===== src/rtl/multiplikation_schaltwerk.sv =====
// Sequential shift-add multiplier: 32x32 -> 64 bit, unsigned or two's-complement,
// one multiplier bit per clock with a busy/done handshake and a fixed 32-cycle latency.
module multiplikation_schaltwerk (
  input  logic        clock,
  input  logic        reset,
  input  logic        start,
  input  logic        sign,
  input  logic [31:0] a,
  input  logic [31:0] b,
  output logic [63:0] p,
  output logic        busy,
  output logic        done
);

  typedef enum logic {IDLE, RUN} state_e;

  state_e      state_q;
  logic [4:0]  cnt_q;
  logic [63:0] mcand_q;
  logic [31:0] mplier_q;
  logic        neg_q;
  logic [63:0] acc_q;
  logic [63:0] acc_d;
  logic [63:0] p_q;
  logic        busy_q;
  logic        done_q;
  logic [31:0] a_mag;
  logic [31:0] b_mag;

  // Signed operands are multiplied as magnitudes; 0x80000000 stays 0x80000000.
  always_comb begin
    a_mag = (sign && a[31]) ? (~a + 32'd1) : a;
    b_mag = (sign && b[31]) ? (~b + 32'd1) : b;
    acc_d = acc_q + (mplier_q[0] ? mcand_q : 64'd0);
  end

  // NOTE: sequential state uses non-blocking assignments only, so every register
  // in this block sees the pre-edge values of its peers.
  always_ff @(posedge clock or posedge reset) begin
    if (reset) begin
      state_q  <= IDLE;
      cnt_q    <= 5'd0;
      mcand_q  <= 64'd0;
      mplier_q <= 32'd0;
      neg_q    <= 1'b0;
      acc_q    <= 64'd0;
      p_q      <= 64'd0;
      busy_q   <= 1'b0;
      done_q   <= 1'b0;
    end else begin
      done_q <= 1'b0;
      case (state_q)
        IDLE: begin
          if (start) begin
            mcand_q  <= {32'd0, a_mag};
            mplier_q <= b_mag;
            neg_q    <= sign & (a[31] ^ b[31]);
            acc_q    <= 64'd0;
            cnt_q    <= 5'd0;
            busy_q   <= 1'b1;
            state_q  <= RUN;
          end
        end
        RUN: begin
          // Shift the multiplicand up and the multiplier down instead of
          // indexing by cnt; the partial products are the same.
          acc_q    <= acc_d;
          mcand_q  <= mcand_q << 1;
          mplier_q <= mplier_q >> 1;
          cnt_q    <= cnt_q + 5'd1;
          if (cnt_q == 5'd31) begin
            p_q     <= neg_q ? (~acc_d + 64'd1) : acc_d;
            busy_q  <= 1'b0;
            done_q  <= 1'b1;
            state_q <= IDLE;
          end
        end
        default: state_q <= IDLE;
      endcase
    end
  end

  assign p    = p_q;
  assign busy = busy_q;
  assign done = done_q;

endmodule

===== config.mk =====
export PLATFORM = sky130hd
export DESIGN_NAME = multiplikation_schaltwerk
export DESIGN_NICKNAME = d
export VERILOG_FILES = /design/src/rtl/multiplikation_schaltwerk.sv
export SDC_FILE = /design/constraint.sdc
export NUM_CORES = 1
export LEC_CHECK = 0
export BUFFER_PORTS_ARGS = -buffer_cell sky130_fd_sc_hd__buf_4
export CORE_ASPECT_RATIO = 1.1
export CORE_MARGIN = 4
export CORE_UTILIZATION = 55
export CTS_BUF_LIST = sky130_fd_sc_hd__clkbuf_2 sky130_fd_sc_hd__clkbuf_4 sky130_fd_sc_hd__clkbuf_8
export DETAILED_ROUTE_END_ITERATION = 10
export PLACE_DENSITY = 0.75
export SKIP_LAST_GASP = 1
export SLEW_MARGIN = 10
export SYNTH_ARGS = -nofsm -noshare
export SYNTH_HDL_FRONTEND = slang
export SYNTH_SLANG_ARGS = --single-unit

===== constraint.sdc =====
create_clock -name clock -period 11.1 [get_ports clock]
set_input_delay 0 -clock clock [delete_from_list [all_inputs] [get_ports clock]]
set_output_delay 0 -clock clock [all_outputs]
set_load 0.02 [all_outputs]

### Word level (Yosys, flattened, before mapping)

Cells that the tools add are included.

| word-level totals | value |
|---|---|
| input bits | 68 |
| memories | 0 |
| flip-flop bits (word level) | 233 |
| memory bits (writable) | 0 |
| output and inout port bits | 66 |
| logic and storage cells | 48 |
| bits in latches | 0 |
| memory bits (read-only) | 0 |

| operators by class | value |
|---|---|
| equal/unequal tests | 3 |
| magnitude comparators | 0 |
| $add $sub $neg | 5 |
| div/mod/pow operators | 0 |
| shifts and indexed selects | 0 |
| bitwise operators | 6 |
| reductions and logical operators | 5 |
| muxes and demuxes | 20 |
| $mul | 0 |

Operators with widths:

| operator | number |
|---|---|
| 64-bit 2-to-1 mux | 4 |
| 64-bit one-hot mux with 2 select lines | 2 |
| 32-bit 2-to-1 mux | 3 |
| 32-bit by 1-bit adder with 32-bit output (second input constant) | 2 |
| 64-bit by 1-bit adder with 64-bit output (second input constant) | 1 |
| 64-bit adder | 1 |
| 32-bit inverter | 2 |
| 64-bit inverter | 1 |
| 32-bit one-hot mux with 2 select lines | 1 |
| 5-bit one-hot mux with 2 select lines | 1 |
| 1-bit 2-to-1 mux | 6 |
| 2-bit AND reduction | 3 |
| 5-bit by 1-bit adder with 5-bit output (second input constant) | 1 |
| 5-bit == test (second input constant) | 1 |
| 5-bit 2-to-1 mux | 1 |
| 1-bit one-hot mux with 2 select lines | 2 |
| 1-bit logical AND | 2 |
| 2-bit by 1-bit inequality test with 1-bit output (second input constant) | 1 |
| 2-bit inequality test (second input constant) | 1 |
| 1-bit bitwise AND | 1 |
| 1-bit inverter | 1 |
| 1-bit XOR | 1 |

### Longest topological paths before layout

Gate-level depths: netlist of run 1.

| logic depth | value |
|---|---|
| depth in word-level cells | 5 |
| depth in mapped cells | 18 |
| gate-level depth less buffers | 16 |

### Least setup slack after synthesis of run 1

No wires, ideal clock.

| timing path | value |
|---|---|
| path kind | reg2reg |
| start point | register mplier_q[0] |
| end point | register p_q[59], in the netlist p[59] |
| clock period less this slack | 4.517 ns |
| required time | 10.969 ns |
| setup time | 0.131 ns |
| cell stages (with the launch flop) | 19 |
| path buffers | 2 |
| setup slack | 6.583 ns |
| data arrival time | 4.386 ns |
| cells stage by stage | dfrtp_1 -> clkbuf_1 -> clkbuf_1 -> and2_1 -> ha_1 -> inv_1 -> fa_1 -> nor2b_4 -> o31a_2 -> o21ai_4 -> a2111oi_2 -> o21ai_0 -> o221ai_1 -> or4b_4 -> nor4_4 -> nand4_2 -> o41ai_2 -> xor2_1 -> o21ai_1 |

| on the way | value |
|---|---|
| word-level cells in the longest chain between the ends | 5 |

RTL lines:

| what | RTL line | source |
|---|---|---|
| start, declared | 20 | `logic [31:0] mplier_q;` |
| start signal, assigned | 56 | `mplier_q <= b_mag;` |
| start signal, assigned | 69 | `mplier_q <= mplier_q >> 1;` |
| 64-bit 2-to-1 mux (*) | 34 | `acc_d = acc_q + (mplier_q[0] ? mcand_q : 64'd0);` |
| 64-bit adder (*) | 34 |  |
| 64-bit inverter | 72 | `p_q <= neg_q ? (~acc_d + 64'd1) : acc_d;` |
| 64-bit by 1-bit adder with 64-bit output | 72 |  |
| 64-bit 2-to-1 mux (*) | 72 |  |
| end signal, assigned | 72 |  |
| end, declared | 24 | `logic [63:0] p_q;` |

Mark *: on every way between the ends. The rest lies on a longest branch, timed or not.
A chain may end at the register's enable or synchronous reset.

### Worst setup path in the final report of run 1

Same ends and word-level chain as after synthesis.

==> results of run 1 <==
worst min-delay path by stage:
stage	startpoint	to	slack [ps]	cells after the start
floorplan	sign	neg_q	140	2
CTS	start	acc_q[0]	40	2
global route	start	acc_q[2]	110	2
global placement	reset	mcand_q[18]	200	2
finish	start	acc_q[0]	80	2
detailed placement	reset	mcand_q[15]	210	2
synthesized netlist by cell type (38+ instances only):
cell	n	area share [%]
a21oi_1	112	3.3
and2_1	74	2.7
clkbuf_1	97	2.1
dfrtp_1	233	34
ha_1	68	4.9
nand2_1	381	8.3
nand2b_1	102	3.7
nand4_1	38	1.4
nor2_1	104	2.3
o21ai_0	340	9.9
o31ai_1	45	2.0
xnor2_1	64	3.3
xor2_1	95	4.8
report_power, final:
part | switching [uW] | leakage (uW) | internal, uW
Clock | 387 | 0.000477 | 498
Combinational | 1600 | 0.00504 | 941
Sequential | 274 | 0.00299 | 1210
state kept, by name (all words and copies together) (netlist names):
name	count
done	1
state_q	1
busy	1
mplier_q	32
neg_q	1
p	64
mcand_q	64
acc_q	64
cnt_q	5
layout make-up:
class                           count  area (um2)  share of cell area (%)
Clock buffer                       62         772                    3.85
Clock inverter                     10         135                   0.673
Inverter                           25         101                   0.505
Multi-Input combinational cell   1763       10700                    53.5
Sequential cell                   233        5840                    29.1
Tap cell                          414         518                    2.58
Timing Repair Buffer              234        1980                    9.86
per-layer routing:
metal | GRT usage, % | vias up | wire (um)
met5 | 0 | - | 0
met4 | 7.74 | 0 | 1280
met3 | 4.68 | 90 | 3390
met2 | 45.7 | 607 | 23100
met1 | 44.6 | 7888 | 24300
li1 | - | 7896 | -
cell families after synthesis:
logic type / count (synthesis) / synth area share [%]
simple gates: 838 / 24.0
compound gates: 669 / 23.6
flops: 233 / 33.9
xor+xnor: 159 / 8.10
buf+inv: 157 / 3.68
fa+ha+maj: 69 / 5.07
mux: 28 / 1.67
per-stage QoR:
| stage | power [uW] | area [um2] |
|---|---|---|
| final | 4910 | 20100 |
| after global routing | 5270 | 20100 |
| after CTS | 4890 | 20100 |
| after detailed placement | 3950 | 18300 |
| after global placement | 3900 | 18300 |
| after floorplan | 3250 | 17200 |
==> out/metrics.cfg, run 1 <==
[timing]
rsz0062_at_grt=false
period_share_pct=49.8
hold_ws_ps=80.6
hold_viol=0
skew_ps=24.6
tightest_slew_ps=1150
maxSlewViolCount=0
fmax_mhz=181
max_slew_margin_pct=23.5
finalSetupViolCount=0
finalSetupTns_ps=0
finalWorstSetupSlack_ps=5580
min_period_ps=5520

[cts]
cts_tree=built
clkSinkCount=233
insertion_delay_ps=590
cts-htree-levels=2
cts_hold_buffers=89
cts_setup_buffers=0
path_clk_slew_ps=70
clk_path_buf_depth=3
cts_root_buffer=clkbuf_8
cts-buffers-inserted=42
cts_resized=0

[power]
vdd_ir_drop_max_mv=0.104
cellLeakagePower_uw=0.00851
power_density_nw_per_um2=244

[critical_path]
cp-start-kind=flop
rr_endpoint=p[59]
worstPathArrival_ps=5970
r2r_cells=15
startpoint=mplier_q[0]
cpMostUsedCell=a211oi_2
critical_path_required_ps=11550
cp-endpoint=p[59]
reg2reg_setup_slack_ps=5580
r2r-start=mplier_q[0]
crit_path_max_fanout=31
cp_slowest_stage_delay_ps=780
worstSetupEndpointType=flop
crit_chain=nand2_1, inv_1, ha_1, a211oi_2, o211ai_1, a211oi_2, xnor2_1, nand3b_1, nor4_1, nand4b_1, nor3_1, nand4_2, o41ai_2, xor2_1, o21ai_1
timing_worst_setup_path_type=reg2reg
cp_top_family=simple AND/OR/NAND/NOR gates
path_buf_inv=1
cpMaxStageDelayCell=dfrtp_1
cp_num_cells=15

[floorplan]
die_w_um=177
core_area_um2=30700
rows=67
die_area_um2=34200
ioPinCount=134
start_util_pct=56.0
die_height_um=193

[synth]
synth_nets=2290
synth_cell_types=88
synth_edf_count=0
synth.avg_cell_area_um2=7.98
yosys_warnings=0
synth_ff_type=dfrtp_1
ys_seq_area_share_pct=33.9
async_flop_share_pct=100
syn_area_um2=17200
syn_inst=2153
ys_seq_elements=233

[placed_design]
place_congestion=0.952
port_buffers=133
dp_hpwl_um=37600
dp.cells=2580
place_ws_ps=5690

[route]
route.detailed.drc=0
wl_um=52000
wl_per_cell_um=19.0
drt_iter0_drc=1461
vias=16500
vias_per_cell=6.01
ant_nets=0
dr.pass1.iters=5

[final_layout]
final_common_cell=nand2_1
final_cell_mix=nand2_1, o21ai_0, dfrtp_1
instances_no_fill=2741
layout.nets=2436
final_util_pct=65.4
fillCellCount=2621
area_delta_synth_final_pct=16.8
drive_gt1_share_pct=11.9
diodes=0

[grt]
gr-total-overflow=0
grt_pass1_wl_um=84100
grt_usage_pct=30.0
antenna_found_initial=0
grt_pass1_vias=16000
grt_max_degree=126

[flow_run]
drv_cap=0

[run_status]
status=finished clean

[hold_path]
holdCritPathClass=in2reg

No activity file was read; power rests on OpenSTA's default activity.
==> inputs of run 2 (changes only) <==
==> constraint.sdc (replaced) <==
create_clock -name clock -period 5.7 [get_ports clock]
set_input_delay 0 -clock clock [delete_from_list [all_inputs] [get_ports clock]]
set_output_delay 0 -clock clock [all_outputs]
set_load 0.02 [all_outputs]
==> run 2 against run 1 <==
  * Worst setup slack got worse by 5200 ps
  * Hold slack improved by 26 ps
  * Clock skew increased by 2.7 ps
  * Critical endpoint unchanged
  * Largest cell class unchanged
==> out/metrics.cfg, run 2 (synthesized netlist as in run 1, its figures left out) <==
[timing]
fmax_mhz=188
max_slew_margin_pct=23.7
tightest_slew_ps=1140
rsz0062_at_grt=false
period_share_pct=93.5
finalSetupTns_ps=0
finalSetupViolCount=0
maxSlewViolCount=0
hold_viol=0
skew_ps=27.3
min_period_ps=5330

[floorplan]
die_w_um=177
core_area_um2=30700
ioPinCount=134
rows=67
die_height_um=193
start_util_pct=56.0
die_area_um2=34200

[cts]
cts_setup_buffers=0
clk_path_buf_depth=3
cts_tree=built
path_clk_slew_ps=60
cts_root_buffer=clkbuf_8
cts-buffers-inserted=40
insertion_delay_ps=570
cts-htree-levels=2
clkSinkCount=233

[route]
wl_per_cell_um=18.7
dr.pass1.iters=6
drt_iter0_drc=1568
vias_per_cell=6.02
ant_nets=0
wl_um=51300
route.detailed.drc=0
vias=16500

[power]
power.share.sequential_pct=30.1
netSwitchingPower_uw=4400
p_int_uw=5220
vdd_ir_drop_max_mv=0.227
p_sw_share_pct=45.7
p_clk_share_pct=17.4
cellLeakagePower_uw=0.00852
power_density_nw_per_um2=478
pwr-share-comb_pct=52.5

[flow_run]
drv_cap=0

[critical_path]
crit_path_max_fanout=20
critical_path_required_ps=6130
cp-start-kind=flop
worstPathArrival_ps=5760
cpMaxStageDelayCell=nor4_1
reg2reg_setup_slack_ps=370
cp_slowest_stage_delay_ps=610
rr_endpoint=p[59]
crit_chain=and2_1, ha_1, inv_1, fa_1, nor2b_4, o31a_2, or3_1, a221oi_1, o211ai_1, nor4_1, nand4b_1, nor3_1, nand4_2, o41ai_2, xor2_1, o21ai_1
worstSetupEndpointType=flop
r2r_cells=16
timing_worst_setup_path_type=reg2reg
r2r-start=mplier_q[0]

[final_layout]
final_common_cell=nand2_1
final_cell_mix=nand2_1, o21ai_0, dfrtp_1
final_util_pct=65.6
drive_gt1_share_pct=12.4
fillCellCount=2611
diodes=0
layout.nets=2440
area_delta_synth_final_pct=17.0

[grt]
grt_pass1_wl_um=82800
antenna_found_initial=1
grt_max_degree=317
grt_pass1_vias=15700
grt_usage_pct=29.3
gr-total-overflow=0

[hold_path]
holdCritPathClass=in2reg
min_to=acc_q[0]
hold_depth=2
worstHoldStart=start

[run_status]
status=finished clean

[placed_design]
place_congestion=0.962
port_buffers=133
dp_hpwl_um=37000

==> run 2: cell types whose count changed in the layout (fill, tap and decap cells not counted), sizes merged <==
cell / before / now
buf: 145 / 155
bufinv: 2 / 3
clkbuf: 62 / 60
clkinv: 5 / 2
clkinvlp: 1 / 3
dlygate4sd3: 89 / 85
inv: 27 / 26
==> run 2: routing by layer <==
metal | track usage [%] | wire length (um) | vias up | share of wire (%)
li1 | - | - | 7906 | -
met1 | 43.9 | 23400 | 7862 | 46
met2 | 44.3 | 22700 | 673 | 44
met3 | 5.23 | 4110 | 74 | 8.0
met4 | 6.76 | 1100 | 2 | 2.1
met5 | 0 | 13 | - | 0.025
==> run 2: worst max-delay path by stage <==
| stage | startpoint | to | slack (ps) | depth (start not counted) |
|---|---|---|---|---|
| 6_report | mplier_q[0] | p[59] | 370 | 16 |
| 3_3_place_gp | mplier_q[0] | p[63] | 350 | 16 |
| 2_1_floorplan | mplier_q[0] | p[59] | 1180 | 18 |
| 5_1_grt | mplier_q[0] | p[55] | 60 | 15 |
| 4_1_cts | mplier_q[0] | p[55] | 200 | 15 |
| 3_5_place_dp | mplier_q[0] | p[55] | 220 | 15 |
==> run 2: power groups by stage <==
stage	logic, uW	clock network [uW]	registers, uW
5_1_grt	5600	1790	2970
3_3_place_gp	4830	0	2880
2_1_floorplan	3410	0	2920
6_report	5050	1680	2890
4_1_cts	5000	1710	2880
3_5_place_dp	4920	0	2880
==> run 2: metrics by stage <==
stage	cell area (um2)	instances	hold slack, ps	worst slack (ps)	total power, uW
finish	20100	2744	107	370	9620
global route	20100	2744	109	59.3	10400
CTS	20100	2744	50.7	203	9580
detailed placement	18400	2590	302	222	7810
global placement	18400	2590	293	353	7710
floorplan	17200	2153	136	1180	6330
==> run 2: layout make-up <==
| cell class | instances | area (um2) | share of cell area [%] |
|---|---|---|---|
| clock buffer | 60 | 732 | 3.64 |
| clock inverter | 9 | 143 | 0.709 |
| timing repair buffer | 240 | 2040 | 10.1 |
| sequential | 233 | 5840 | 29.0 |
| tap | 414 | 518 | 2.57 |
| multi-input combinational | 1763 | 10800 | 53.4 |
| inverter | 25 | 97.6 | 0.485 |
==> run 2: worst max-delay path, delay by kind of cell, from the launching register on <==
| kind | cells | cell delay, ps |
|---|---|---|
| compound gates | 5 | 1430 |
| simple gates | 7 | 2460 |
| xor+xnor | 1 | 180 |
| buf+inv | 1 | 80 |
| fa+ha+maj | 2 | 510 |
| flops | 1 | 520 |
==> run 2: timing repair <==
| item | CTS | global route |
|---|---|---|
| resized for setup | 0 | 4 |
| setup endpoints to repair | 0 | 21 |
| hold buffers | 85 | 0 |
| hold endpoints to repair | 231 | 0 |
